[config.mk]
export PLATFORM = sky130hd
export DESIGN_NAME = xor_checksum_unit
export DESIGN_NICKNAME = d
export VERILOG_FILES = /design/src/rtl/xor_checksum_unit.sv
export SDC_FILE = /design/constraint.sdc
export NUM_CORES = 1
export LEC_CHECK = 0
export CORE_UTILIZATION = 47
export CTS_CLUSTER_SIZE = 24
export DETAILED_ROUTE_END_ITERATION = 6
export HOLD_SLACK_MARGIN = 0.05
export PLACE_DENSITY = 0.91
export SLEW_MARGIN = 25
export SYNTH_ARGS = -nofsm -noshare
export SYNTH_HDL_FRONTEND = slang
export SYNTH_SLANG_ARGS = --single-unit
[constraint.sdc]
create_clock -name clk -period 2.2 [get_ports clk]
set_clock_uncertainty 0.1 [all_clocks]
set_input_delay 0.44 -clock clk [delete_from_list [all_inputs] [get_ports clk]]
set_output_delay 0.44 -clock clk [all_outputs]
set_load 0.02 [all_outputs]
[src/rtl/xor_checksum_unit.sv]
// Streaming XOR checksum: folds each packet of words into one checksum and
// reports it with the word count and an overlength flag.
module xor_checksum_unit #(
  parameter  int WIDTH   = 16,
  parameter  int MAX_LEN = 64,
  parameter  int MODE    = 0,
  localparam int CW      = $clog2(MAX_LEN + 1)
) (
  input  logic             clk,
  input  logic             reset,
  input  logic             clear,
  input  logic [WIDTH-1:0] in_data,
  input  logic             in_valid,
  input  logic             in_last,
  output logic             in_ready,
  output logic [WIDTH-1:0] out_sum,
  output logic [CW-1:0]    out_len,
  output logic             out_err,
  output logic             out_valid,
  input  logic             out_ready,
  output logic             busy
);

  typedef enum logic [1:0] {
    S_IDLE  = 2'd0,
    S_ACCUM = 2'd1,
    S_HOLD  = 2'd2
  } state_t;

  state_t           r_state;
  logic [WIDTH-1:0] r_acc;
  logic [CW-1:0]    r_len;
  logic             r_err;

  logic             w_accept;
  logic [WIDTH-1:0] w_fold;

  assign w_accept = in_valid && (r_state != S_HOLD);

  // Rotate written with shifts so a WIDTH of 1 still elaborates.
  generate
    if (MODE == 1) begin : g_rotate
      assign w_fold = ((r_acc << 1) | (r_acc >> (WIDTH - 1))) ^ in_data;
    end else begin : g_plain
      assign w_fold = r_acc ^ in_data;
    end
  endgenerate

  always_ff @(posedge clk or posedge reset) begin
    if (reset) begin
      r_state <= S_IDLE;
      r_acc   <= '0;
      r_len   <= '0;
      r_err   <= 1'b0;
    end else if (clear) begin
      r_state <= S_IDLE;
      r_acc   <= '0;
      r_len   <= '0;
      r_err   <= 1'b0;
    end else begin
      case (r_state)
        S_IDLE: begin
          if (w_accept) begin
            r_acc   <= in_data;
            r_len   <= CW'(1);
            r_err   <= 1'b0;
            r_state <= in_last ? S_HOLD : S_ACCUM;
          end
        end
        S_ACCUM: begin
          if (w_accept) begin
            r_acc <= w_fold;
            // Overlength words still fold in; the count saturates and flags.
            if (r_len == CW'(MAX_LEN)) begin
              r_err <= 1'b1;
            end else begin
              r_len <= r_len + CW'(1);
            end
            if (in_last) begin
              r_state <= S_HOLD;
            end
          end
        end
        S_HOLD: begin
          if (out_ready) begin
            r_state <= S_IDLE;
            r_acc   <= '0;
            r_len   <= '0;
            r_err   <= 1'b0;
          end
        end
        default: begin
          r_state <= S_IDLE;
        end
      endcase
    end
  end

  assign in_ready  = (r_state != S_HOLD);
  assign out_valid = (r_state == S_HOLD);
  assign busy      = (r_state != S_IDLE);
  assign out_sum   = r_acc;
  assign out_len   = r_len;
  assign out_err   = r_err;

endmodule
Word-level counts from Yosys, hierarchy flattened. Index checks and enable logic that the tools add are counted.

Add/sub/neg operators: 1. Equal/unequal tests: 10. Mux-type cells: 24. Bitwise logic cells: 1. Reduce and logical (&&, ||, !) cells: 8.

Operators with widths (number): 16-bit 2-to-1 mux (4); 16-bit one-hot mux with 3 select lines (1); 7-bit 2-to-1 mux (5); 7-bit one-hot mux with 3 select lines (1); 16-bit bitwise XOR (1); 3-bit != test (second input constant) (5); 2-bit 2-to-1 mux (6); 5-bit AND reduction (2); 4-bit AND reduction (2); 7-bit by 1-bit adder with 7-bit output (second input constant) (1); 7-bit == test (second input constant) (1); 2-bit one-hot mux with 3 select lines (1); 1-bit 2-to-1 mux (5); 4-bit nonzero test (1); 3-bit by 2-bit != test with 1-bit output (second input constant) (1); 1-bit one-hot mux with 3 select lines (1); 2-bit by 1-bit == test with 1-bit output (second input constant) (1); 2-bit == test (second input constant) (1); 2-bit logical NOT (1); 2-bit != test (second input constant) (1); 2-bit nonzero test (1); 1-bit logical AND (1).

Register bits after elaboration: 26. Input port bits: 22. Output and inout port bits: 27. Logic and storage cells: 48.

Longest topological paths before layout. Gate-level depths: netlist of run 1.

Depth in word-level cells: 5. Mapped depth: 9. Gate-level depth less buffers: 6.

Worst setup path after synthesis of run 1. OpenSTA, ideal clock, no wires.

Kind: reg-to-reg. Start point: register r_state[0]. End point: register r_len[6], in the netlist out_len[6]. Library setup time: 0.069 ns. Arrival: 1.865 ns. Required time: 2.031 ns. Path slack: 0.166 ns. Stages on the path, launching flop included: 8. Buffers on the path: 1. Period minus slack after synthesis: 2.034 ns. Cell sequence: dfrtp_1 > inv_1 > ha_1 > nand4bb_1 > o211a_1 > buf_6 > or4_1 > nand3_1.

Elaborated cells on any way between the ends: 13. Those cells by class: eq/ne: 7; mux: 2; reduce/logical: 4.

RTL lines: start, declared (line 30) `state_t r_state;`; start signal, assigned (line 67) `r_state <= in_last ? S_HOLD : S_ACCUM;`; 2-bit == test (*); named net out_valid (line 19) `output logic out_valid,`; 3-bit by 2-bit != test with 1-bit output (no line), or another cell as far along; 5-bit AND reduction (no line) / 7-bit 2-to-1 mux (equally long branches); end signal, assigned (line 77) `r_len <= r_len + CW'(1);`; end, declared (line 32) `logic [CW-1:0] r_len;`.

Mark *: on every way through the listed nets, which the timed path passes. The rest lies on a longest branch. A chain may end at the register's enable or synchronous reset.

Worst setup path after layout of run 1.
Start point: register r_len[0], in the netlist out_len[0]. End point: output port out_len[0].

RTL lines: end, declared (line 17) `output logic [CW-1:0] out_len,`.

No word-level cell between the ends.

==> results of run 1 <==
-- cells by family after synthesis --
logic type,count (synthesis),synth area share [%]
buf+inv,21,5.61
compound gates,27,12.3
fa+ha+maj,5,3.69
simple gates,99,33.8
xor+xnor,12,6.20
flops,26,38.4
-- per-layer routing --
| layer | up-vias | global-route usage [%] |
|---|---|---|
| met5 | - | 0 |
| met4 | 0 | 10.2 |
| met3 | 7 | 4.14 |
| met2 | 55 | 39.2 |
| met1 | 778 | 30.8 |
| li1 | 796 | - |
-- area by class of cell --
cell class / instances / area share [%]
multi-input cells: 143 / 40.8
flip-flops and latches: 26 / 27.9
repair buffers: 60 / 24.9
well taps: 46 / 2.47
inverters: 10 / 1.61
clock inverters: 1 / 1.29
clock buffers: 3 / 0.967
-- sequential cells by signal (all words and copies together), names as in the netlist --
name,cells
out_sum,16
out_len,7
out_err,1
r_state,2
-- repair_timing --
| action | CTS | global route |
|---|---|---|
| endpoints found under the setup margin | 3 | 2 |
| gates resized for setup | 3 | 2 |
| pin swaps | 0 | 0 |
| gates cloned | 0 | 0 |
-- worst paths after layout --
path | to | slack [ns] | cells past startpoint
max | out_len[0] | 0.14 | 1
min in group clk | out_sum[1] | 0.46 | 2
min | out_sum[13] | 0.33 | 3
max reg2reg | out_len[2] | 0.15 | 5
min reg2reg | out_sum[1] | 0.46 | 2
max in group asynchronous | out_len[5] | 1.41 | 3
-- metrics by stage --
stage                     util [%]  instance area, µm²
after floorplan                  -                1690
after global placement        67.2                2280
after detailed placement      67.2                2280
after CTS                     68.6                2330
after global routing          68.7                2330
final                         68.7                2330
-- synth_stat cells, types with 2 or more instances --
cell type / n
a21oi_1: 4
a31oi_1: 2
buf_1: 2
buf_6: 2
clkbuf_1: 6
dfrtp_1: 26
ha_1: 5
inv_1: 10
nand2_1: 25
nand2b_1: 4
nand3_1: 33
nand4b_1: 16
nor2_1: 5
nor2b_1: 3
o2111ai_1: 5
o21ai_0: 6
o31ai_1: 3
o41ai_2: 2
or4_1: 3
xor2_1: 12
-- power groups by stage --
stage | clock (mW) | sequential [mW] | combinational (mW)
after CTS | 0.345 | 0.617 | 0.577
after floorplan | 0 | 0.693 | 0.251
after global routing | 0.369 | 0.630 | 0.627
after global placement | 0 | 0.623 | 0.566
final | 0.343 | 0.618 | 0.573
after detailed placement | 0 | 0.625 | 0.579
-- worst reg2reg max path: stages (launching register included) --
cell and delay (ns):
dfrtp_1 0.42, inv_1 0.08, ha_1 0.47, nand3b_1 0.26, or3b_2 0.51, o21ai_0 0.15
==> impl_metrics.yaml, run 1 <==
die:
  start_util_pct: 50.0
  die_height_um: 62.0
  io_pins: 49
  die_area_um2: 3850
  die_w_um: 62.0
  num_rows: 21
  core-area_um2: 3390
placement:
  hpwl_um: 2960
  port_buffers: 48
  place_ws_ns: 0.0304
  place_congestion: 0.803
  dp_cells: 285
critical_path:
  timing.rr.start: "r_state[0]"
  worstSetupPathType: "register to output pin"
  cp-end-kind: "output pin"
  critPathLaunch: "out_len[0]"
  slowest_delay_ns: 0.66
  slowest_stage: "clkdlybuf4s50_1"
  critical_path.cell_chain: "clkdlybuf4s50_1"
  cp-start-kind: "register"
  cp_top_family: "buffers and inverters"
  cp_num_buf_inv: 1
  crit_fanout: 8
  cp.arrival_ns: 1.52
  crit_required_ns: 1.66
clocking:
  cts_setup_buffers: 0
  hold_buffers: 0
  root_buffer: "clkbuf_4"
  cts_buffers: 3
  cts_tree: "done"
  clkLatencyLatePin_ns: 0.34
  clk_pin_slew_ns: 0.16
  clkSinkCount: 26
  htree_levels: 1
  cts.path.max_buffers: 2
route:
  drc: 0
  routed_wl_um: 4120
  postRouteAntennaNets: 0
  drt-pass1-iter-count: 4
  met2WireLength_um: 2070
  dr_total_vias: 1636
  drtIter0Drc: 123
  top_layer_used: "met4"
  vias_per_cell: 5.66
  wirelength_met1_um: 1830
  post_drt_wl_per_cell_um: 14.3
  routed-wl-met3_um: 162
final_layout:
  finalNetCount: 271
  regArea_um2: 651
  layoutNonFillerInstCount: 289
  drive_gt1_share_pct: 10.3
  layout_common_cells: "clkdlybuf4s50_1 (45), nand3_1 (33), dfrtp_1 (26)"
  fillCellCount: 261
  insertedDiodeCount: 0
  syn_to_final_growth_pct: 37.4
  layout_commonest_cell: "clkdlybuf4s50_1"
  multiInputGateArea_um2: 951
pwr:
  p_leak_nw: 1.03
  combPwrFrac_pct: 37.4
  p_sw_uw: 529
  intPower_mw: 1.01
  powerDensity_nw_per_um2: 659
  switching_share_pct: 34.5
  pwr-share-clk_pct: 22.4
  power_mw: 1.53
  ir_drop_v: 0.000334
  seq_power_share_pct: 40.3
yosys:
  yosys_warnings: 0
  synth_edf_count: 0
  synth_ff_type: "dfrtp_1"
  yosys.area.top_type: "dfrtp_1"
  synth-seq-cells: 26
  async_reset_ff_share_pct: 100
  syn_area_per_cell_um2: 8.92
  syn_inst: 190
  seq_area_frac_synth_pct: 38.4
  yosys-top-cells-area: "dfrtp_1 (38%), nand3_1 (9.7%), nand4b_1 (8.3%)"
  syn_nets: 217
  syn_area_um2: 1690
  synth_cell_types: 36
  netlist.area_leader.share_pct: 38.4
sta:
  slew_violations: 0
  fin_crit_ns: 2.06
  period_share_pct: 93.6
  holdWs_ns: 0.326
  slew_headroom_pct: 77.4
  grt_setup_unrepaired: "false"
  max_slew.worst_pin.slew_ns: 0.340
  setup_viol_count_final: 0
  setup_ws_ns: 0.140
  fmax_mhz: 485
  finalSetupTns_ns: 0
  hold_viol: 0
global_routing:
  gr-usage-all-layers_pct: 23.8
  grt-ovfl-total: 0
  grt_pass1_vias: 1578
  grt_max_degree: 33
  grt_pass1_wl_um: 6840
  grt_antenna_before_repair: 0
min_path:
  hold_path.class: "input port to async pin"
flow_run:
  maxCapViolCount: 0
run_status:
  run_status: "completed"
Note: power is estimated with default switching activity, not from simulation.
==> run 2, diff against run 1 <==
--- a/config.mk
+++ b/config.mk
@@ -5,6 +5,7 @@
 export SDC_FILE = /design/constraint.sdc
 export NUM_CORES = 1
 export LEC_CHECK = 0
+export CORE_ASPECT_RATIO = 0.75
 export CORE_UTILIZATION = 47
 export CTS_CLUSTER_SIZE = 24
 export DETAILED_ROUTE_END_ITERATION = 6
==> run 2 against run 1 <==
Against the previous run:
- the flow now finishes with violations (DRC)
- non-clock buffer count increased by 4
- combinational power hardly changed
- via count up 0.12%
- worst setup slack gained 0.013 ns
- sequential power hardly changed
==> impl_metrics.yaml, run 2 (synthesized netlist as in run 1, its figures left out) <==
run_status:
  run_status: "finished with violations"
  violations: "DRC"
pwr:
  intPower_uw: 984
  power_mw: 1.51
  switching_share_pct: 34.7
  ir_drop_v: 0.000451
  pwr-share-clk_pct: 20.6
  powerDensity_nw_per_um2: 643
  p_leak_nw: 1.04
  p_sw_uw: 522
  seq_power_share_pct: 41.2
  combPwrFrac_pct: 38.2
sta:
  slew_headroom_pct: 78.1
  slew_violations: 0
  hold_viol: 0
  finalSetupTns_ns: 0
  fin_crit_ns: 2.05
  fmax_mhz: 489
  grt_setup_unrepaired: "false"
  max_slew.worst_pin.slew_ns: 0.327
  period_share_pct: 93.0
  setup_viol_count_final: 0
route:
  routed_wl_um: 3950
  post_drt_wl_per_cell_um: 13.8
  dr_total_vias: 1638
  drc: 3
  vias_per_cell: 5.71
  drt-pass1-iter-count: 7
  drtIter0Drc: 105
  postRouteAntennaNets: 0
global_routing:
  grt_pass1_wl_um: 6570
  grt-ovfl-total: 0
  grt_use_met2_pct: 38.7
  gr-usage-all-layers_pct: 22.6
  grt_util_met1_pct: 28.3
  grt_pass1_vias: 1437
  use_met3_pct: 5.99
  grt.busiest_layer: "met2"
  grt_antenna_before_repair: 0
  grt_max_degree: 33
die:
  num_rows: 18
  io_pins: 49
  die_area_um2: 3850
  core-area_um2: 3360
  die_height_um: 54.0
  start_util_pct: 50.5
  die_w_um: 71.3
final_layout:
  drive_gt1_share_pct: 12.1
  insertedDiodeCount: 0
  layout_common_cells: "clkdlybuf4s50_1 (45), nand3_1 (33), dfrtp_1 (26)"
  layout_commonest_cell: "clkdlybuf4s50_1"
  largest_register_ffs: 16
  finalNetCount: 275
  syn_to_final_growth_pct: 38.3
critical_path:
  cp-end-kind: "register"
  cp.arrival_ns: 2.10
  critPathLaunch: "r_state[0]"
  crit_fanout: 12
  worstSetupPathType: "register to register"
  crit_required_ns: 2.25
  timing.rr.start: "r_state[0]"
  reg2reg_slack_ns: 0.15
  cp-start-kind: "register"
clocking:
  cts_buffers: 3
  htree_levels: 1
  cts_tree: "done"
  root_buffer: "clkbuf_8"
  clkLatencyLatePin_ns: 0.27
  cts.path.max_buffers: 2
  clkSinkCount: 26
  clk_pin_slew_ns: 0.09
placement:
  port_buffers: 48
  hpwl_um: 2910
  place_congestion: 0.828
flow_run:
  maxCapViolCount: 0
min_path:
  hold_path.class: "input port to async pin"
==> run 2: layout make-up <==
| cell class | count | area [µm²] |
|---|---|---|
| Clock buffer | 4 | 55.1 |
| Fill cell | 266 | 1010 |
| Inverter | 10 | 37.5 |
| Multi-Input combinational cell | 143 | 953 |
| Sequential cell | 26 | 651 |
| Tap cell | 40 | 50.0 |
| Timing Repair Buffer | 64 | 597 |
==> run 2: power groups by stage <==
| stage | sequential (mW) | clock, mW | combinational (mW) |
|---|---|---|---|
| 4_1_cts | 0.620 | 0.322 | 0.574 |
| 2_1_floorplan | 0.693 | 0 | 0.251 |
| 3_5_place_dp | 0.627 | 0 | 0.576 |
| 6_report | 0.621 | 0.310 | 0.575 |
| 5_1_grt | 0.634 | 0.340 | 0.627 |
| 3_3_place_gp | 0.625 | 0 | 0.564 |
==> run 2: metrics by stage <==
step,worst slack [ns],instances,area [µm²],hold slack [ns],utilization [%]
after floorplan,0.166,190,1690,0.380,-
after global placement,0.00681,282,2280,0.416,67.9
after detailed placement,-0.0841,282,2280,0.425,67.9
after CTS,0.00928,286,2330,0.431,69.5
after global routing,0.0262,287,2340,0.474,69.8
final,0.153,287,2340,0.416,69.8
==> run 2: critical path, stage by stage (launching register included) <==
cell and delay, ns:
dfrtp_1 0.39, inv_1 0.07, ha_1 0.28, nand2b_4 0.17, o211a_2 0.32, buf_4 0.20, o31ai_2 0.28, o41ai_2 0.12
==> run 2: final timing paths <==
| check | endpoint | cells past startpoint |
|---|---|---|
| min in group clk | out_sum[12] | 2 |
| setup reg to reg | out_len[0] | 7 |
| max in group asynchronous | out_sum[3] | 3 |
| setup / recovery | out_len[0] | 7 |
| hold / removal | out_sum[0] | 3 |
| hold reg to reg | out_sum[12] | 2 |
==> run 2: timing repair <==
| action | CTS | global route |
|---|---|---|
| setup endpoints to repair | 3 | 2 |
| resized for setup | 3 | 2 |
| buffers inserted | 0 | 1 |
| hold buffers | 0 | 0 |
==> run 2: layer usage <==
| metal | up-vias | share of wire [%] | wire length [µm] |
|---|---|---|---|
| li1 | 803 | - | - |
| met1 | 773 | 45 | 1800 |
| met2 | 57 | 46 | 1820 |
| met3 | 5 | 7.4 | 291 |
| met4 | 0 | 1.1 | 44 |
| met5 | - | 0 | 0 |
==> run 3, diff against run 2 <==
==> constraint.sdc (replaced) <==
create_clock -name clk -period 2 [get_ports clk]
set_clock_uncertainty 0.1 [all_clocks]
set_input_delay 0.4 -clock clk [delete_from_list [all_inputs] [get_ports clk]]
set_output_delay 0.4 -clock clk [all_outputs]
set_load 0.02 [all_outputs]
==> run 3 against run 2 <==
Against the previous run:
- register-to-register slack got worse by 0.12 ns
- design area is 5.9% higher
- maximum frequency increased by 4.1%
- highest routed layer unchanged
- via count increased by 3.8%
- global-route usage up 1.3 points
- the run still ends with DRC left
- total power increased by 14%
- critical path depth shrank 1
- largest cell class unchanged
- routed wire length rose by 16%
==> impl_metrics.yaml, run 3 (synthesized netlist as in run 1, its figures left out) <==
critical_path:
  slowest_stage: "dfrtp_1"
  reg2reg_to: "out_len[5]"
  timing.rr.start: "r_state[0]"
  r2r.worst_path.cells: 6
  critical_path.cell_chain: "inv_1 -> ha_2 -> nand4bb_4 -> o211a_4 -> or2_4 -> o41ai_4"
  worstSetupPathType: "register to register"
  cp-start-kind: "register"
  critPathCapture: "out_len[5]"
  crit_required_ns: 2.08
  cp.arrival_ns: 2.04
  critPathLaunch: "r_state[0]"
  slowest_delay_ns: 0.41
  reg2reg_slack_ns: 0.03
  crit_fanout: 9
  cp-end-kind: "register"
route:
  vias_per_cell: 5.80
  drc: 3
  dr_total_vias: 1700
  postRouteAntennaNets: 0
  post_drt_wl_per_cell_um: 15.6
  drtIter0Drc: 127
  drt-pass1-iter-count: 6
  routed_wl_um: 4580
final_layout:
  fin_area_um2: 2480
  largest_register_ffs: 16
  insertedDiodeCount: 0
  drive_gt1_share_pct: 16.6
  layout_common_cells: "clkdlybuf4s50_1 (45), nand3_1 (33), nand2_1 (25), dfrtp_1 (25), buf_4 (20)"
  fillCellCount: 243
  multiInputGateArea_um2: 1020
  layout_commonest_cell: "clkdlybuf4s50_1"
  syn_to_final_growth_pct: 46.5
  regArea_um2: 652
  finalNetCount: 281
global_routing:
  grt_pass1_vias: 1562
  grt_max_degree: 33
  grt_antenna_before_repair: 0
  gr-usage-all-layers_pct: 23.8
  grt-ovfl-total: 0
  grt_pass1_wl_um: 7130
sta:
  holdWs_ns: 0.386
  grt_setup_unrepaired: "true"
  slew_headroom_pct: 77.7
  setup_viol_count_final: 0
  max_slew.worst_pin.slew_ns: 0.335
  fin_crit_ns: 1.97
  period_share_pct: 98.3
  hold_viol: 0
  slew_violations: 0
  fmax_mhz: 509
pwr:
  ir_drop_v: 0.000403
  seq_power_share_pct: 40.1
  combPwrFrac_pct: 40.0
  pwr-share-clk_pct: 19.9
  p_leak_nw: 1.08
  p_sw_uw: 600
  intPower_mw: 1.12
  switching_share_pct: 35.0
  powerDensity_nw_per_um2: 691
clocking:
  cts_tree: "done"
  clk_pin_slew_ns: 0.09
  cts.path.max_buffers: 2
  clkLatencyLatePin_ns: 0.27
  cts_buffers: 3
  root_buffer: "clkbuf_8"
  clkSinkCount: 26
  htree_levels: 1
die:
  die_area_um2: 3850
  num_rows: 18
  core-area_um2: 3360
  io_pins: 49
  die_height_um: 54.0
  die_w_um: 71.3
  start_util_pct: 50.5
placement:
  port_buffers: 48
  place_congestion: 0.848
  hpwl_um: 3170
  place_area_um2: 2340
flow_run:
  maxCapViolCount: 0
min_path:
  hold_path.class: "input port to async pin"
run_status:
  run_status: "finished with violations"
  violations: "DRC"
==> run 3: how the worst min path moves through the flow <==
stage	startpoint	slack (ns)	endpoint	depth (start not counted)
after floorplan	reset	0.34	out_err	1
after global placement	out_sum[2]	0.41	out_sum[2]	2
after detailed placement	out_sum[3]	0.43	out_sum[3]	2
after CTS	reset	0.39	out_sum[2]	3
after global routing	reset	0.43	out_len[3]	3
final	reset	0.39	out_sum[2]	3
==> run 3: power by group through the flow <==
stage | registers, mW | logic [mW] | clock network, mW
5_1_grt | 0.702 | 0.738 | 0.369
6_report | 0.687 | 0.686 | 0.342
4_1_cts | 0.683 | 0.661 | 0.346
2_1_floorplan | 0.762 | 0.277 | 0
3_3_place_gp | 0.688 | 0.643 | 0
3_5_place_dp | 0.692 | 0.662 | 0
==> run 3: area by class of cell <==
| class | count | share of cell area, % |
|---|---|---|
| tap | 40 | 2.02 |
| multi-input combinational | 143 | 41.1 |
| inverter | 10 | 1.51 |
| clock buffer | 4 | 2.22 |
| timing repair buffer | 70 | 26.9 |
| sequential | 26 | 26.3 |
==> run 3: per-layer routing <==
metal / track usage, % / wire length [µm] / vias to the layer above
li1: - / - / 813
met1: 31.7 / 2040 / 820
met2: 42.1 / 2230 / 63
met3: 3.93 / 289 / 4
met4: 4.00 / 17 / 0
met5: 0 / 0 / -
==> run 3: repair_timing <==
item                       CTS  global route
setup endpoints to repair    3             9
buffers inserted             0             2
hold buffers                 0             0
resized for setup            3            13
pin swaps                    0             0
==> run 3: worst max-delay path, delay by kind of cell (launching register included) <==
kind | cells | cell delay [ns]
and+or+nand+nor | 2 | 0.53
AOI/OAI and AO/OA | 2 | 0.51
DFF | 1 | 0.41
adders and majority gates | 1 | 0.22
buffers and inverters | 1 | 0.11
==> run 3: metrics by stage <==
stage | setup slack, ns | utilization [%] | power [mW] | instances | TNS [ns]
3_5_place_dp | -0.142 | 69.9 | 1.35 | 287 | -0.709
4_1_cts | 0.00503 | 71.4 | 1.69 | 291 | 0
6_report | 0.0340 | 74.0 | 1.72 | 293 | 0
2_1_floorplan | 0.0595 | - | 1.04 | 190 | 0
3_3_place_gp | -0.0814 | 69.9 | 1.33 | 287 | -0.329
5_1_grt | -0.0292 | 74.0 | 1.81 | 293 | -0.0685
